**src/rtl/alu_exec.sv**
```systemverilog
// alu_exec -- Hack CPU execute stage.
//
// Takes one beat per accept, holding x/y and the six Hack ALU control bits.
// It computes the Hack ALU function and hands {out, zr, ng} downstream
// through a two-entry elastic buffer. rdy_s decodes only from the state
// register, so no combinational path runs from rdy_r to rdy_s.
//
// Ports
//   clk              clock, all state on the rising edge
//   rstn             asynchronous active-low reset
//   vld_s / rdy_s    upstream handshake (rdy_s is a register decode)
//   x_s, y_s         ALU operands, D_W bits
//   zx_s..no_s       Hack ALU control bits
//   vld_r / rdy_r    downstream handshake
//   out_r            ALU result, held stable while stalled
//   zr_r, ng_r       result flags: zero and negative
module alu_exec #(
  parameter int D_W = 16
) (
  input  logic           clk,
  input  logic           rstn,
  input  logic           vld_s,
  output logic           rdy_s,
  input  logic [D_W-1:0] x_s,
  input  logic [D_W-1:0] y_s,
  input  logic           zx_s,
  input  logic           nx_s,
  input  logic           zy_s,
  input  logic           ny_s,
  input  logic           f_s,
  input  logic           no_s,
  output logic           vld_r,
  input  logic           rdy_r,
  output logic [D_W-1:0] out_r,
  output logic           zr_r,
  output logic           ng_r
);

  typedef enum logic [1:0] {
    EMPTY = 2'd0,
    ONE   = 2'd1,
    TWO   = 2'd2
  } state_t;

  // Hack ALU: pre-conditions each operand, then adds or ANDs them, then
  // optionally inverts the result. The adder wraps, so the carry out is lost.
  function automatic logic [D_W-1:0] hack_alu(
    input logic [D_W-1:0] x,
    input logic [D_W-1:0] y,
    input logic zx, input logic nx,
    input logic zy, input logic ny,
    input logic f,  input logic no
  );
    logic [D_W-1:0] x1, x2, y1, y2, o;
    x1 = zx ? '0 : x;
    x2 = nx ? ~x1 : x1;
    y1 = zy ? '0 : y;
    y2 = ny ? ~y1 : y1;
    o  = f ? (x2 + y2) : (x2 & y2);
    return no ? ~o : o;
  endfunction

  state_t state;
  logic   acc_p0;

  logic [D_W-1:0] out_p0;
  logic           zr_p0;
  logic           ng_p0;

  logic [D_W-1:0] main_out_p1;
  logic           main_zr_p1;
  logic           main_ng_p1;
  logic [D_W-1:0] skid_out_p1;
  logic           skid_zr_p1;
  logic           skid_ng_p1;

  // Stage p0: combinational ALU on the incoming beat
  assign out_p0 = hack_alu(x_s, y_s, zx_s, nx_s, zy_s, ny_s, f_s, no_s);
  assign zr_p0  = (out_p0 == '0);
  assign ng_p0  = out_p0[D_W-1];

  assign rdy_s  = (state != TWO);
  assign acc_p0 = vld_s && rdy_s;

  // Stage p1: main and skid entries of the elastic buffer
  always_ff @(posedge clk or negedge rstn) begin
    if (!rstn) begin
      state       <= EMPTY;
      main_out_p1 <= '0;
      main_zr_p1  <= 1'b0;
      main_ng_p1  <= 1'b0;
      skid_out_p1 <= '0;
      skid_zr_p1  <= 1'b0;
      skid_ng_p1  <= 1'b0;
    end else begin
      unique case (state)
        EMPTY: begin
          if (acc_p0) begin
            main_out_p1 <= out_p0;
            main_zr_p1  <= zr_p0;
            main_ng_p1  <= ng_p0;
            state       <= ONE;
          end
        end
        ONE: begin
          if (acc_p0 && rdy_r) begin
            // Old beat leaves while the new one takes its place.
            main_out_p1 <= out_p0;
            main_zr_p1  <= zr_p0;
            main_ng_p1  <= ng_p0;
          end else if (acc_p0) begin
            skid_out_p1 <= out_p0;
            skid_zr_p1  <= zr_p0;
            skid_ng_p1  <= ng_p0;
            state       <= TWO;
          end else if (rdy_r) begin
            state <= EMPTY;
          end
        end
        TWO: begin
          if (rdy_r) begin
            main_out_p1 <= skid_out_p1;
            main_zr_p1  <= skid_zr_p1;
            main_ng_p1  <= skid_ng_p1;
            state       <= ONE;
          end
        end
        default: state <= EMPTY;
      endcase
    end
  end

  assign vld_r = (state != EMPTY);
  assign out_r = main_out_p1;
  assign zr_r  = main_zr_p1;
  assign ng_r  = main_ng_p1;

endmodule

```
**config.mk**
```make
export PLATFORM = sky130hd
export DESIGN_NAME = alu_exec
export DESIGN_NICKNAME = d
export VERILOG_FILES = /design/src/rtl/alu_exec.sv
export SDC_FILE = /design/constraint.sdc
export NUM_CORES = 1
export LEC_CHECK = 0
export CORE_ASPECT_RATIO = 1.2
export CORE_UTILIZATION = 54
export DETAILED_ROUTE_END_ITERATION = 10
export PLACE_DENSITY = 0.82
export REMOVE_ABC_BUFFERS = 1
export SYNTH_ARGS = -nofsm -noshare
export SYNTH_HDL_FRONTEND = slang
export SYNTH_SLANG_ARGS = --single-unit
export TNS_END_PERCENT = 10
```
**constraint.sdc**
```tcl
create_clock -name clk -period 2.1 [get_ports clk]
set_input_delay 0.42 -clock clk [delete_from_list [all_inputs] [get_ports clk]]
set_output_delay 0.42 -clock clk [all_outputs]
set_load 0.01 [all_outputs]
```
==> metrics.md, run 1 <==
| Metric | Value |
|---|---|
| Synth Area in Compound Gates | 0.193 |
| Pins Over Slew Limit | 0 |
| FF-to-FF Start | state[1]$_DFFE_PN0P_ |
| Worst-Skew Late Latency | 0.31 ns |
| Worst Tran Pin Value | 0.772 ns |
| Max_slew headroom | 0.477 |
| Routed WL per cell | 23.7 um |
| Layout cells sized above 1 | 0.399 |
| Die Span Y | 89.6 um |
| Hold path depth | 2 |
| DP Wirelength | 6640 um |
| Max IR drop VDD | 0.000491 V |
| Cell depth of the worst flop-to-flop path | 8 |
| EDFF count, synth | 0 |
| #FFs+latches synth | 36 |
| FF-to-FF setup slack | 0.40 ns |
| Mapped Avg Cell Area | 8.48 um^2 |
| HP Start | out_r[7]$_DFFE_PN0P_ |
| CTS buffer count | 5 |
| Syn Std Cell Area | 3450 um^2 |
| Register area | 901 um^2 |
| Clk buf depth | 2 |
| Placed cells | 604 |
| Worst-path maximum fanout | 5 |
| Fraction of registers with async set or reset after synthesis | 1.00 |
| Multi-input logic area | 2860 um^2 |
| Total Routing Usage GR | 0.366 |
| Slowest-stage cell, CP | o311ai_1 |
| WP data arrival | 4.44 ns |
| Final Cycle Share | 2.01 |
| Final Hold Vio Count | 0 |
| Residual DRC count | 0 |
| Chip width | 75.0 um |
| Grt ovf | 0 |
| # fillers | 213 |
| Critical path class | primary input to register |
| Pleak | 2.52 nW |
| Commonest non-fill, non-tap cell in the layout | buf_4 |
| Vias in the first global route | 3928 |
| Initial Util | 0.567 |
| Crit path launch type | primary input |
| Clock slew at reported path FFs | 0.08 ns |
| Starting DRT DRC Count | 546 |
| Hold Crit Endpoint | out_r[7]$_DFFE_PN0P_ |
| Mux contribution to synthesized area | 0.0710 |
| First-pass iteration count of the detailed router | 8 |
| Die area | 6720 um^2 |
| PnR worst setup slack | -2.12 ns |
| Cell chain of the critical path | buf_8 > nand2b_4 > xnor2_4 > buf_6 > fa_2 > a21oi_4 > o2bb2ai_4 > buf_6 > o311ai_1 > buf_4 > a21oi_2 > nand4_1 > nand4_1 > or4b_1 > or4_4 > o31ai_4 |
| Initial antenna violation count | 0 |
| Most used flip-flop cell after synthesis | dfrtp_1 |
| Vias post-DR | 4301 |
| Most frequent cells in the layout | buf_4, nand2_1, clkdlybuf4s50_1 |
| Setup Skew | 0.0134 ns |
| Status | finished, violations left |
| Sequential area share after synthesis | 0.261 |
| Simple-gate share of the synthesized area | 0.232 |
| Max stage delay on crit path | 0.67 ns |
| Clk sinks | 36 |
| Pin count of the biggest net entering global routing | 37 |
| Synth cell types | 69 |
| Port-buffer cells | 61 |
| Final WL | 15300 um |
| Hold WC Path Type | register to register |
| Ant. Diodes | 0 |
| Critical Path RT | 2.32 ns |
| H-tree depth | 2 |
| TNS Setup | -28.29 ns |
| First-pass GRT wire length | 18500 um |
| Area growth from synthesis to layout | 62.3% |
| Violated checks | setup timing |
| R2r endpoint | zr_r$_DFFE_PN0P_ |
| Mapped Cells | 407 |
| TritonCTS clock tree | done |
| Root Buffer | clkbuf_8 |
| Placer Congestion | 0.874 |
| Post-Synth Adder-Cell Area | 0.0638 |
| Max cap viols | 0 |
| Top-level port count | 62 |
| Fmax | 0.237 GHz |
| Nets@finish | 623 |
| CP endpoint kind | register |
| FP Rows | 31 |
| Layout Cells excl Fill | 646 |
| Total of warnings raised by yosys | 0 |
| Xor and xnor area share after synthesis | 0.126 |
| Main combinational cell family by area after synthesis | simple AND/OR/NAND/NOR gates |
| # setup viols final | 31 |
| RSZ-0062 raised after global routing | true |
| Power Density | 850 nW/um^2 |
| Final Critical Period | 4.22 ns |
| Routed Antenna Nets | 0 |
| Vias per cell | 6.66 |
| Core footprint | 6090 um^2 |
==> worst max-delay path by stage <==
stage	from	to	slack [ns]	cells past startpoint
after floorplan	zx_s	zr_r$_DFFE_PN0P_	-1.91	13
after global placement	zy_s	zr_r$_DFFE_PN0P_	-2.56	14
after detailed placement	zy_s	zr_r$_DFFE_PN0P_	-2.68	14
after CTS	zy_s	zr_r$_DFFE_PN0P_	-1.61	15
after global routing	y_s[7]	zr_r$_DFFE_PN0P_	-2.11	14
final	zy_s	zr_r$_DFFE_PN0P_	-2.12	16
==> sequential cells by signal, summed over array words and instances (netlist names) <==
name / flops
state: 2
skid_out_p1: 16
out_r: 16
skid_zr_p1: 1
zr_r: 1
==> synthesized netlist by cell type (all sizes together) (4+ instances only) <==
| cell | instances | area (um^2) |
|---|---|---|
| nand2b | 35 | 219 |
| nand4 | 5 | 31.3 |
| mux2 | 12 | 135 |
| ha | 16 | 200 |
| nor3b | 4 | 35.0 |
| xor2 | 10 | 95.1 |
| xnor2 | 39 | 342 |
| inv | 6 | 25.0 |
| clkbuf | 15 | 56.3 |
| nor4 | 4 | 31.3 |
| nor2 | 21 | 78.8 |
| nand2 | 45 | 169 |
| o21ai | 38 | 190 |
| nor3 | 4 | 20.0 |
| a21oi | 20 | 104 |
| mux2i | 11 | 110 |
| o211ai | 6 | 45.0 |
| nor2b | 8 | 57.6 |
| dfrtp | 36 | 901 |
| buf | 14 | 101 |
| a21o | 4 | 30.0 |
| nand3 | 9 | 45.0 |
==> logic make-up after synthesis <==
| family | count (synthesis) |
|---|---|
| XOR/XNOR | 49 |
| flip-flops | 36 |
| buffers and inverters | 35 |
| adder cells (fa/ha/maj) | 17 |
| AND/OR/NAND/NOR | 149 |
| AO/OA/AOI/OAI | 98 |
| multiplexers | 23 |
==> stage by stage <==
stage                     power [mW]  area [um^2]  worst slack [ns]   util  hold slack (ns)
after detailed placement        3.26         4660             -2.68  0.765            0.469
after CTS                       4.25         5400             -1.61  0.887            0.484
final                           4.76         5600             -2.12  0.920            0.492
after floorplan                 2.20         3290             -1.91      -            0.124
after global routing            4.94         5600             -2.11  0.920            0.519
after global placement          3.15         4660             -2.56  0.765            0.457
==> power by group <==
group / internal [mW] / total (mW) / switching (mW) / leakage [nW]
Combinational: 1.57 / 3.04 / 1.47 / 2.03
Clock: 0.292 / 0.553 / 0.261 / 0.0503
Sequential: 0.981 / 1.17 / 0.186 / 0.445
Total: 2.85 / 4.76 / 1.92 / 2.52
==> final cells by class <==
class	count	area share
sequential	36	0.161
timing repair buffer	179	0.289
clock buffer	7	0.0172
multi-input combinational	336	0.510
inverter	6	0.00447
tap	82	0.0183
==> routing by layer <==
metal,GRT usage,part of all wire
met5,0,0
met4,0.240,0.091
met3,0.0458,0.099
met2,0.678,0.48
met1,0.385,0.33
==> critical path, delay by kind of cell <==
family	cells	cell delay (ns)
XOR/XNOR	1	0.17
AO/OA/AOI/OAI	5	1.24
adder cells (fa/ha/maj)	1	0.43
buffers and inverters	4	0.61
AND/OR/NAND/NOR	5	1.52
==> timing repair <==
action,in CTS,in global routing
hold buffers,0,0
resized for setup,141,58
setup buffers,40,8
setup endpoints to repair,34,33
gates cloned,1,0
pin swaps,68,22
No activity file was read; power rests on OpenSTA's default activity.
==> run 2: changes to the inputs <==
--- a/config.mk
+++ b/config.mk
@@ -6,9 +6,9 @@
 export NUM_CORES = 1
 export LEC_CHECK = 0
 export CORE_ASPECT_RATIO = 1.2
-export CORE_UTILIZATION = 54
+export CORE_UTILIZATION = 45
 export DETAILED_ROUTE_END_ITERATION = 10
-export PLACE_DENSITY = 0.82
+export PLACE_DENSITY = 0.7
 export REMOVE_ABC_BUFFERS = 1
 export SYNTH_ARGS = -nofsm -noshare
 export SYNTH_HDL_FRONTEND = slang
==> metrics.md, run 2 (synthesis gave the netlist of run 1 again) <==
| Metric | Value |
|---|---|
| Placed cells | 619 (was 604) |
| Placer Congestion | 0.900 (was 0.874) |
| Root Buffer | clkbuf_8 (unchanged) |
| Worst Tran Pin Value | 0.447 ns (was 0.772 ns) |
| Vias post-DR | 3430 (was 4301) |
| Most frequent cells in the layout | buf_4, nand2_1, clkdlybuf4s50_1 (unchanged) |
| Pleak | 2.37 nW (was 2.52 nW) |
| Worst-path maximum fanout | 5 (unchanged) |
| Clk sinks | 36 (unchanged) |
| First-pass GRT wire length | 14700 um (was 18500 um) |
| Ant. Diodes | 0 (unchanged) |
| First-pass iteration count of the detailed router | 4 (was 8) |
| Core footprint | 7320 um^2 (was 6090 um^2) |
| # fillers | 557 (was 213) |
| FF-to-FF Start | state[1]$_DFFE_PN0P_ (unchanged) |
| Clk buf depth | 2 (unchanged) |
| H-tree depth | 2 (unchanged) |
| Cts hold-fix bufs | 0 (unchanged) |
| Status | finished, violations left (unchanged) |
| Die Span Y | 97.9 um (was 89.6 um) |
| Initial antenna violation count | 0 (unchanged) |
| DP Area | 4720 um^2 (was 4660 um^2) |
| Total Routing Usage GR | 0.230 (was 0.366) |
| Metal1 wirelength | 3750 um (was 5000 um) |
| Vias in the first global route | 3392 (was 3928) |
| Grt ovf | 0 (unchanged) |
| CP Launch Point | x_s[7] (was zy_s) |
| Worst-Skew Late Latency | 0.29 ns (was 0.31 ns) |
| CP endpoint kind | register (unchanged) |
| Hold WC Path Type | register to register (unchanged) |
| Nets@finish | 610 (was 623) |
| # setup viols final | 28 (was 31) |
| Routed wl met2 | 4960 um (was 7410 um) |
| Pin count of the biggest net entering global routing | 37 (unchanged) |
| WP data arrival | 3.99 ns (was 4.44 ns) |
| Post-route cell area | 5340 um^2 (was 5600 um^2) |
| Final Critical Period | 3.79 ns (was 4.22 ns) |
| Register area | 901 um^2 (unchanged) |
| HP Start | skid_out_p1[6]$_DFFE_PN0P_ (was out_r[7]$_DFFE_PN0P_) |
| Area growth from synthesis to layout | 54.7% (was 62.3%) |
| Max_slew headroom | 0.702 (was 0.477) |
| Top Metal Used | met4 (unchanged) |
| Routed WL per cell | 14.2 um (was 23.7 um) |
| Layout Cells excl Fill | 642 (was 646) |
| Port-buffer cells | 61 (unchanged) |
| Max cap viols | 0 (unchanged) |
| Pins Over Slew Limit | 0 (unchanged) |
| TNS Setup | -19.04 ns (was -28.29 ns) |
| Top-level port count | 62 (unchanged) |
| Critical Path RT | 2.30 ns (was 2.32 ns) |
| Final WL | 9120 um (was 15300 um) |
| Initial Util | 0.472 (was 0.567) |
| Max IR drop VDD | 0.000755 V (was 0.000491 V) |
| Final Cycle Share | 1.80 (was 2.01) |
| Die area | 8030 um^2 (was 6720 um^2) |
| RSZ-0062 raised after global routing | true (unchanged) |
| Fmax | 0.264 GHz (was 0.237 GHz) |
| Commonest non-fill, non-tap cell in the layout | buf_4 (unchanged) |
| Starting DRT DRC Count | 86 (was 546) |
| Worst Hold Margin | 0.472 ns (was 0.492 ns) |
| Multi-input logic area | 2750 um^2 (was 2860 um^2) |
| Crit path launch type | primary input (unchanged) |
| Layout cells sized above 1 | 0.359 (was 0.399) |
| TritonCTS clock tree | done (unchanged) |
| PnR worst setup slack | -1.69 ns (was -2.12 ns) |
| Chip width | 82.0 um (was 75.0 um) |
| Violated checks | setup timing (unchanged) |
| Critical path class | primary input to register (unchanged) |
| Power Density | 773 nW/um^2 (was 850 nW/um^2) |
| Vias per cell | 5.34 (was 6.66) |
| DP Wirelength | 6470 um (was 6640 um) |
| Clock slew at reported path FFs | 0.07 ns (was 0.08 ns) |
| Final Hold Vio Count | 0 (unchanged) |
| CTS buffer count | 5 (unchanged) |
| FP Rows | 34 (was 31) |
| Residual DRC count | 0 (unchanged) |
| Post-layout total power | 4.13 mW (was 4.76 mW) |
| Setup Skew | 0.00604 ns (was 0.0134 ns) |
| Routed met3 length | 210 um (was 1510 um) |
| Routed Antenna Nets | 0 (unchanged) |
-- run 2: cell types whose count changed in the layout (fill, tap and decap cells not counted), sizes merged --
cell and delta:
clkdlybuf4s15 -2, clkdlybuf4s50 +3, bufbuf +1, buf -14
-- run 2: metrics by stage --
| stage | setup WS (ns) | util |
|---|---|---|
| after detailed placement | -2.71 | 0.645 |
| after CTS | -1.64 | 0.707 |
| after global routing | -1.78 | 0.730 |
| final | -1.69 | 0.730 |
| after floorplan | -1.91 | - |
| after global placement | -2.59 | 0.645 |
-- run 2: per-layer routing --
metal | GRT usage | vias to the layer above
met5 | 0 | -
met4 | 0.0985 | 0
met3 | 0.0178 | 17
met2 | 0.418 | 94
met1 | 0.266 | 1599
li1 | - | 1720
-- run 2: worst max-delay path: stages --
cell	delay, ns
clkdlybuf4s50_1	0.45
nand2b_1	0.08
xnor2_1	0.20
ha_1	0.32
buf_4	0.18
nand2_1	0.06
nor2_1	0.06
a2111o_1	0.43
nand3_2	0.10
xor2_2	0.07
or4_4	0.49
or4b_4	0.52
or4_4	0.45
o31ai_4	0.18
-- run 2: final timing paths --
check	endpoint	slack (ns)	cells past startpoint
hold / removal	skid_out_p1[6]$_DFFE_PN0P_	0.47	2
min in group asynchronous	out_r[1]$_DFFE_PN0P_	0.54	2
setup reg to reg	zr_r$_DFFE_PN0P_	0.53	8
setup / recovery	zr_r$_DFFE_PN0P_	-1.69	14
max in group asynchronous	out_r[12]$_DFFE_PN0P_	1.23	2
hold reg to reg	skid_out_p1[6]$_DFFE_PN0P_	0.47	2
-- run 2: layout make-up --
class,count,area share
Multi-Input combinational cell,336,0.514
Timing Repair Buffer,166,0.275
Sequential cell,36,0.169
Tap cell,90,0.0211
Clock buffer,8,0.0169
Inverter,6,0.00468
-- run 2: what timing repair did --
action                                  CTS  global route
resized for setup                       101            46
gates cloned                              1             0
pin swaps                                55            20
buffers inserted                         20             6
endpoints found under the setup margin   34            32
-- run 2: where the power goes --
group / internal [mW] / switching (mW)
sequential: 0.980 / 0.152
clock: 0.267 / 0.236
combinational: 1.40 / 1.10
